### config.mk
export PLATFORM = sky130hd
export DESIGN_NAME = fir_sample_feeder
export DESIGN_NICKNAME = d
export VERILOG_FILES = /design/src/rtl/fir_sample_feeder.sv
export SDC_FILE = /design/constraint.sdc
export NUM_CORES = 1
export LEC_CHECK = 0
export ABC_AREA = 0
export CAP_MARGIN = 20
export CORE_ASPECT_RATIO = 0.6
export CORE_UTILIZATION = 45
export CTS_BUF_LIST = sky130_fd_sc_hd__clkbuf_2
export DETAILED_ROUTE_END_ITERATION = 6
export GPL_TIMING_DRIVEN = 0
export HOLD_SLACK_MARGIN = 0.15
export PLACE_DENSITY = 0.65
export SLEW_MARGIN = 20
export SYNTH_ARGS = -nofsm -noshare
export SYNTH_HDL_FRONTEND = slang
export SYNTH_SLANG_ARGS = --single-unit
### constraint.sdc
create_clock -name iClk_12MHz -period 5.81 [get_ports iClk_12MHz]
set_clock_uncertainty 0.1 [all_clocks]
set_input_delay 1.162 -clock iClk_12MHz [delete_from_list [all_inputs] [get_ports iClk_12MHz]]
set_output_delay 1.162 -clock iClk_12MHz [all_outputs]
set_load 0.05 [all_outputs]
### src/rtl/fir_sample_feeder.sv
// fir_sample_feeder
//   Buffers 3-bit signed samples from a valid/ready source in a small FIFO.
//   It divides the 12 MHz clock down to a 600 kHz strobe, and on each strobe
//   it hands exactly one sample to the FIR filter.
//
// Parameters
//   DIV    clock cycles per strobe (2..1023)
//   DEPTH  FIFO depth, power of two, >= 2
//
// Ports
//   iClk_12MHz        system clock
//   iRst              asynchronous active-high reset
//   iEnable           strobe generation enable
//   iClrFlag          synchronous clear of the underflow flag/counter
//   iSampleValid      source sample valid
//   iSample           source sample (signed)
//   oSampleReady      FIFO has room (combinational from registered level)
//   oEnSample_600kHz  one-cycle strobe to the FIR
//   oFirIn            sample to the FIR, held between strobes
//   oFifoLevel        FIFO occupancy 0..DEPTH
//   oUnderflow        sticky: a strobe found the FIFO empty
//   oUnderflowCnt     16-bit saturating underflow count
//                     (only when FEEDER_UNDERFLOW_CNT_EN is defined)
module fir_sample_feeder #(
    parameter int DIV   = 20,
    parameter int DEPTH = 4
) (
    input  logic                       iClk_12MHz,
    input  logic                       iRst,
    input  logic                       iEnable,
    input  logic                       iClrFlag,
    input  logic                       iSampleValid,
    input  logic signed [2:0]          iSample,
    output logic                       oSampleReady,
    output logic                       oEnSample_600kHz,
    output logic signed [2:0]          oFirIn,
    output logic [$clog2(DEPTH):0]     oFifoLevel,
`ifdef FEEDER_UNDERFLOW_CNT_EN
    output logic [15:0]                oUnderflowCnt,
`endif
    output logic                       oUnderflow
);
    localparam int AW = $clog2(DEPTH);
    localparam int LW = AW + 1;
    localparam int CW = $clog2(DIV);
    localparam logic [CW-1:0] CNT_LAST = CW'(DIV - 1);
    localparam logic [LW-1:0] LVL_FULL = LW'(DEPTH);

    logic [CW-1:0]       cnt_q, cnt_d;
    logic [AW-1:0]       wr_ptr_q, rd_ptr_q;
    logic [LW-1:0]       level_q, level_d;
    logic signed [2:0]   mem_q [DEPTH];
    logic                en_q;
    logic signed [2:0]   fir_q, fir_d;
    logic                uf_q, uf_d;

    logic strobe_edge, empty, push, pop, underflow;

    assign empty        = (level_q == '0);
    assign oSampleReady = (level_q != LVL_FULL);
    assign push         = iSampleValid && oSampleReady;
    assign strobe_edge  = iEnable && (cnt_q == CNT_LAST);
    assign pop          = strobe_edge && !empty;
    // No bypass: a push into an empty FIFO on a strobe edge still underflows.
    assign underflow    = strobe_edge && empty;

    always_comb begin
        cnt_d   = '0;
        if (iEnable)
            cnt_d = (cnt_q == CNT_LAST) ? '0 : cnt_q + 1'b1;
        level_d = level_q + LW'(push) - LW'(pop);
        fir_d   = fir_q;
        if (pop)
            fir_d = mem_q[rd_ptr_q];
        else if (underflow)
            fir_d = '0;
        // Underflow on the same edge as a clear wins.
        uf_d = uf_q;
        if (iClrFlag)
            uf_d = 1'b0;
        if (underflow)
            uf_d = 1'b1;
    end

    always_ff @(posedge iClk_12MHz or posedge iRst) begin
        if (iRst) begin
            cnt_q    <= '0;
            wr_ptr_q <= '0;
            rd_ptr_q <= '0;
            level_q  <= '0;
            en_q     <= 1'b0;
            fir_q    <= '0;
            uf_q     <= 1'b0;
        end else begin
            cnt_q   <= cnt_d;
            level_q <= level_d;
            en_q    <= strobe_edge;
            fir_q   <= fir_d;
            uf_q    <= uf_d;
            if (push)
                wr_ptr_q <= wr_ptr_q + 1'b1;
            if (pop)
                rd_ptr_q <= rd_ptr_q + 1'b1;
        end
    end

    // Storage needs no reset; the pointers and level define validity.
    always_ff @(posedge iClk_12MHz) begin
        if (push && !iRst)
            mem_q[wr_ptr_q] <= iSample;
    end

`ifdef FEEDER_UNDERFLOW_CNT_EN
    logic [15:0] ucnt_q, ucnt_d;

    always_comb begin
        ucnt_d = ucnt_q;
        if (iClrFlag)
            ucnt_d = '0;
        if (underflow) begin
            if (iClrFlag)
                ucnt_d = 16'd1;
            else if (ucnt_q != 16'hFFFF)
                ucnt_d = ucnt_q + 16'd1;
        end
    end

    always_ff @(posedge iClk_12MHz or posedge iRst) begin
        if (iRst)
            ucnt_q <= '0;
        else
            ucnt_q <= ucnt_d;
    end

    assign oUnderflowCnt = ucnt_q;
`endif

    assign oEnSample_600kHz = en_q;
    assign oFirIn           = fir_q;
    assign oFifoLevel       = level_q;
    assign oUnderflow       = uf_q;
endmodule

==> impl_metrics.csv <==
group,metric,value,unit
worst_setup_path,end_kind,"primary output",
finish,fillerInstances,201,
timing,min_period_over_period,54.31,%
yosys,ys_seq_area_share,60.97,%
worst_setup_path,path_delay_family,"buffers and inverters",
worst_setup_path,crit_type,"flip-flop to primary output",
yosys,synth_top_area_share,33.01,%
yosys,synth_cells,89,
worst_setup_path,cp_max_fo,4,
die,die_h,43.45,µm
timing,hold_viol,0,
timing,tightest_slew,0.6670,ns
yosys,synth.avg_cell_area,14.48,µm²
yosys,ys_top_cells_by_count,"dfrtp_1 (17), edfxtp_1 (12), inv_1 (11)",
power,ir_drop,0.1823,mV
yosys,syn_area,1289,µm²
placement,io_buffers,16,
die,die_width,71.09,µm
worst_setup_path,crit_arrival,1.89,ns
cts,cts_buffers,5,
die,io_pins,17,
routing,routed_wl,2070,µm
cts,clock_latency,0.33,ns
cts,post_cts_buffers,0,
yosys,ys_ff_latch,29,
finish,final_nets,128,
timing,setup_viol,0,
timing,slew_viol_final,0,
timing,min_period,3.155,ns
cts,holdBufCountCts,0,
flow_run,maxCapViolCount,0,
routing,detail-route-antenna-nets,0,
worst_setup_path,critPathMaxStageDelay,0.71,ns
die,die-area,3089,µm²
global_route,grt.overflow.total,0,
placement,placed_area,1489,µm²
worst_setup_path,r2r-start,"cnt_q[0]$_DFF_PP0_",
power,power_per_cell_area,353.8,nW/µm²
yosys,synth_flop_cell,"dfrtp_1",
routing,route.detailed.drc,3,
cts,path_clk_slew,0.14,ns
cts,ctsHtreeMaxLevel,2,
die,rows,14,
worst_setup_path,startpoint_type,"flip-flop",
finish,stdcell_area,1528,µm²
finish,diodes,0,
yosys,synth_most_common_cell,"dfrtp_1",
outcome,status,"complete, but fails checks",
cts,clk_path_buf_depth,2,
routing,dr_total_vias,727,
worst_setup_path,crit_chain,"or3b_1 -> clkdlybuf4s50_1",
routing,vias_per_cell,5.014,
yosys,ys_types,29,
worst_setup_path,reg2reg_slack,3.26,ns
routing,detail_route.first_pass.iterations,6,
hold_path,worstHoldEndpoint,"cnt_q[0]$_DFF_PP0_",
routing,drt_iter0_markers,37,
hold_path,min_path_type,"flip-flop to flip-flop",
worst_setup_path,cp_slowest_cell,"clkdlybuf4s50_1",
die,core_area,2610,µm²
cts,cts_resized,0,
die,start_util,49.38,%
finish,area_growth_syn_to_layout,18.54,%
global_route,grt_max_degree,18,
outcome,violations,"DRC",
hold_path,hold_depth,1,
power,leakage,0.6515,nW
placement,dp_hpwl,1573,µm
cts,root_buffer,"clkbuf_2",
worst_setup_path,reg2reg_depth,10,
global_route,grt_pass1_wl,3601,µm
yosys,ys_warn_count,0,
yosys,yosysTopAreaCell,"dfrtp_1",
timing,hold_slack,0.3682,ns
yosys,synth_edf_count,12,
cts,cts_tree,"done",
timing,grt_setup_unrepaired,"false",
global_route,antenna_found_initial,0,
global_route,grt_pass1_vias,719,
worst_setup_path,crit_buf_inv,1,
yosys,synth_area_leaders,"dfrtp_1 (33%), edfxtp_1 (28%), ha_1 (6.8%)",
hold_path,hp-start,"cnt_q[0]$_DFF_PP0_",
power,total_power,0.5404,mW
worst_setup_path,crit_required,4.55,ns
timing,fin_tns_setup,0,ns
worst_setup_path,rr_endpoint,"oFifoLevel[2]$_DFF_PP0_",
placement,gp_congestion,0.6814,
yosys,synth-async-reset-ratio,58.62,%
timing,clock.fmax,316.9,MHz
routing,wl_per_cell,14.28,µm
global_route,grt_usage,16.92,%
timing,slew_headroom,55.44,%
finish,drive_gt1_share,13.27,%
cts,clock_sinks,29,
yosys,syn_nets,105,
per-layer routing:
metal,vias to the layer above,track usage [%],routed length [µm]
li1,362,-,-
met1,346,24.54,1131
met2,17,22.12,813
met3,2,7.209,113
met4,0,7.200,11
met5,-,0,0
where the power goes:
part	switching (mW)	internal (mW)
registers	0.0245	0.244
logic	0.101	0.0736
clock network	0.0643	0.0323
total	0.190	0.350
worst max-delay path by stage:
stage / startpoint / to / slack [ns] / cells past startpoint
4_1_cts: oFifoLevel[1]$_DFF_PP0_ / oSampleReady / 2.62 / 2
3_3_place_gp: iEnable / oFifoLevel[2]$_DFF_PP0_ / 2.51 / 9
5_1_grt: oFifoLevel[1]$_DFF_PP0_ / oSampleReady / 2.54 / 2
6_report: oFifoLevel[1]$_DFF_PP0_ / oSampleReady / 2.65 / 2
3_5_place_dp: iEnable / oFifoLevel[2]$_DFF_PP0_ / 2.48 / 9
2_1_floorplan: oFifoLevel[2]$_DFF_PP0_ / oFifoLevel[2]$_DFF_PP0_ / 3.07 / 8
placed cells by master, fill, tap and decap left out:
cell             count
mux4_2               1
clkdlybuf4s50_1     16
and4bb_2             1
nor3b_1              4
xnor2_1              5
and3b_1              1
clkbuf_2             7
a21oi_1              2
inv_1               11
nor2_1               3
ha_1                 7
buf_6                1
or3_4                1
and3_4               1
nand4_1              1
a211o_1              1
nand2_2              1
buf_4                1
nand2_1              3
o22ai_1              1
xor2_1               1
fa_1                 1
or3b_1               1
a22o_1               3
nor2b_1              2
clkinv_1             1
mux4_1               2
dfrtp_1             17
o21ai_0              2
edfxtp_1            12
nand3_1              1
mux2_2               1
stage by stage:
step	std cells	worst slack, ns	utilization (%)
6_report	145	2.655	58.53
3_3_place_gp	137	2.513	57.05
5_1_grt	145	2.544	58.53
3_5_place_dp	137	2.480	57.05
4_1_cts	145	2.620	58.53
2_1_floorplan	89	3.070	-
cell type report:
cell class	instances	area (µm²)	area share, %
timing repair buffer	16	160.2	10.48
inverter	11	41.29	2.703
clock inverter	1	3.754	0.2457
tap	32	40.04	2.621
buffer	2	18.77	1.228
multi-input combinational	47	442.9	28.99
sequential	29	785.8	51.43
clock buffer	7	35.03	2.293
worst reg2reg max path: cells and delay by family (launching register included):
kind | cells | cell delay (ns)
xor gates and xnor gates | 2 | 0.31
and+or+nand+nor | 2 | 0.44
buffers and inverters | 2 | 0.16
DFF | 1 | 0.42
adders and majority gates | 4 | 1.05
flip-flops by register name (all words and copies together) (netlist names):
name,count
oUnderflow,1
oFifoLevel,3
rd_ptr_q,2
cnt_q,5
oFirIn,3
oEnSample_600kHz,1
mem_q,12
wr_ptr_q,2
logic make-up (layout without fill, tap and decap cells):
kind of cell,after synthesis,in the layout,synth area share (%)
XOR/XNOR,6,6,4.078
AND/OR/NAND/NOR,20,20,10.49
multiplexers,4,4,6.699
adder cells (fa/ha/maj),8,8,8.349
flip-flops,29,29,60.97
buffers and inverters,13,37,4.660
AO/OA/AOI/OAI,9,9,4.758
Note: power is estimated with default switching activity, not from simulation.
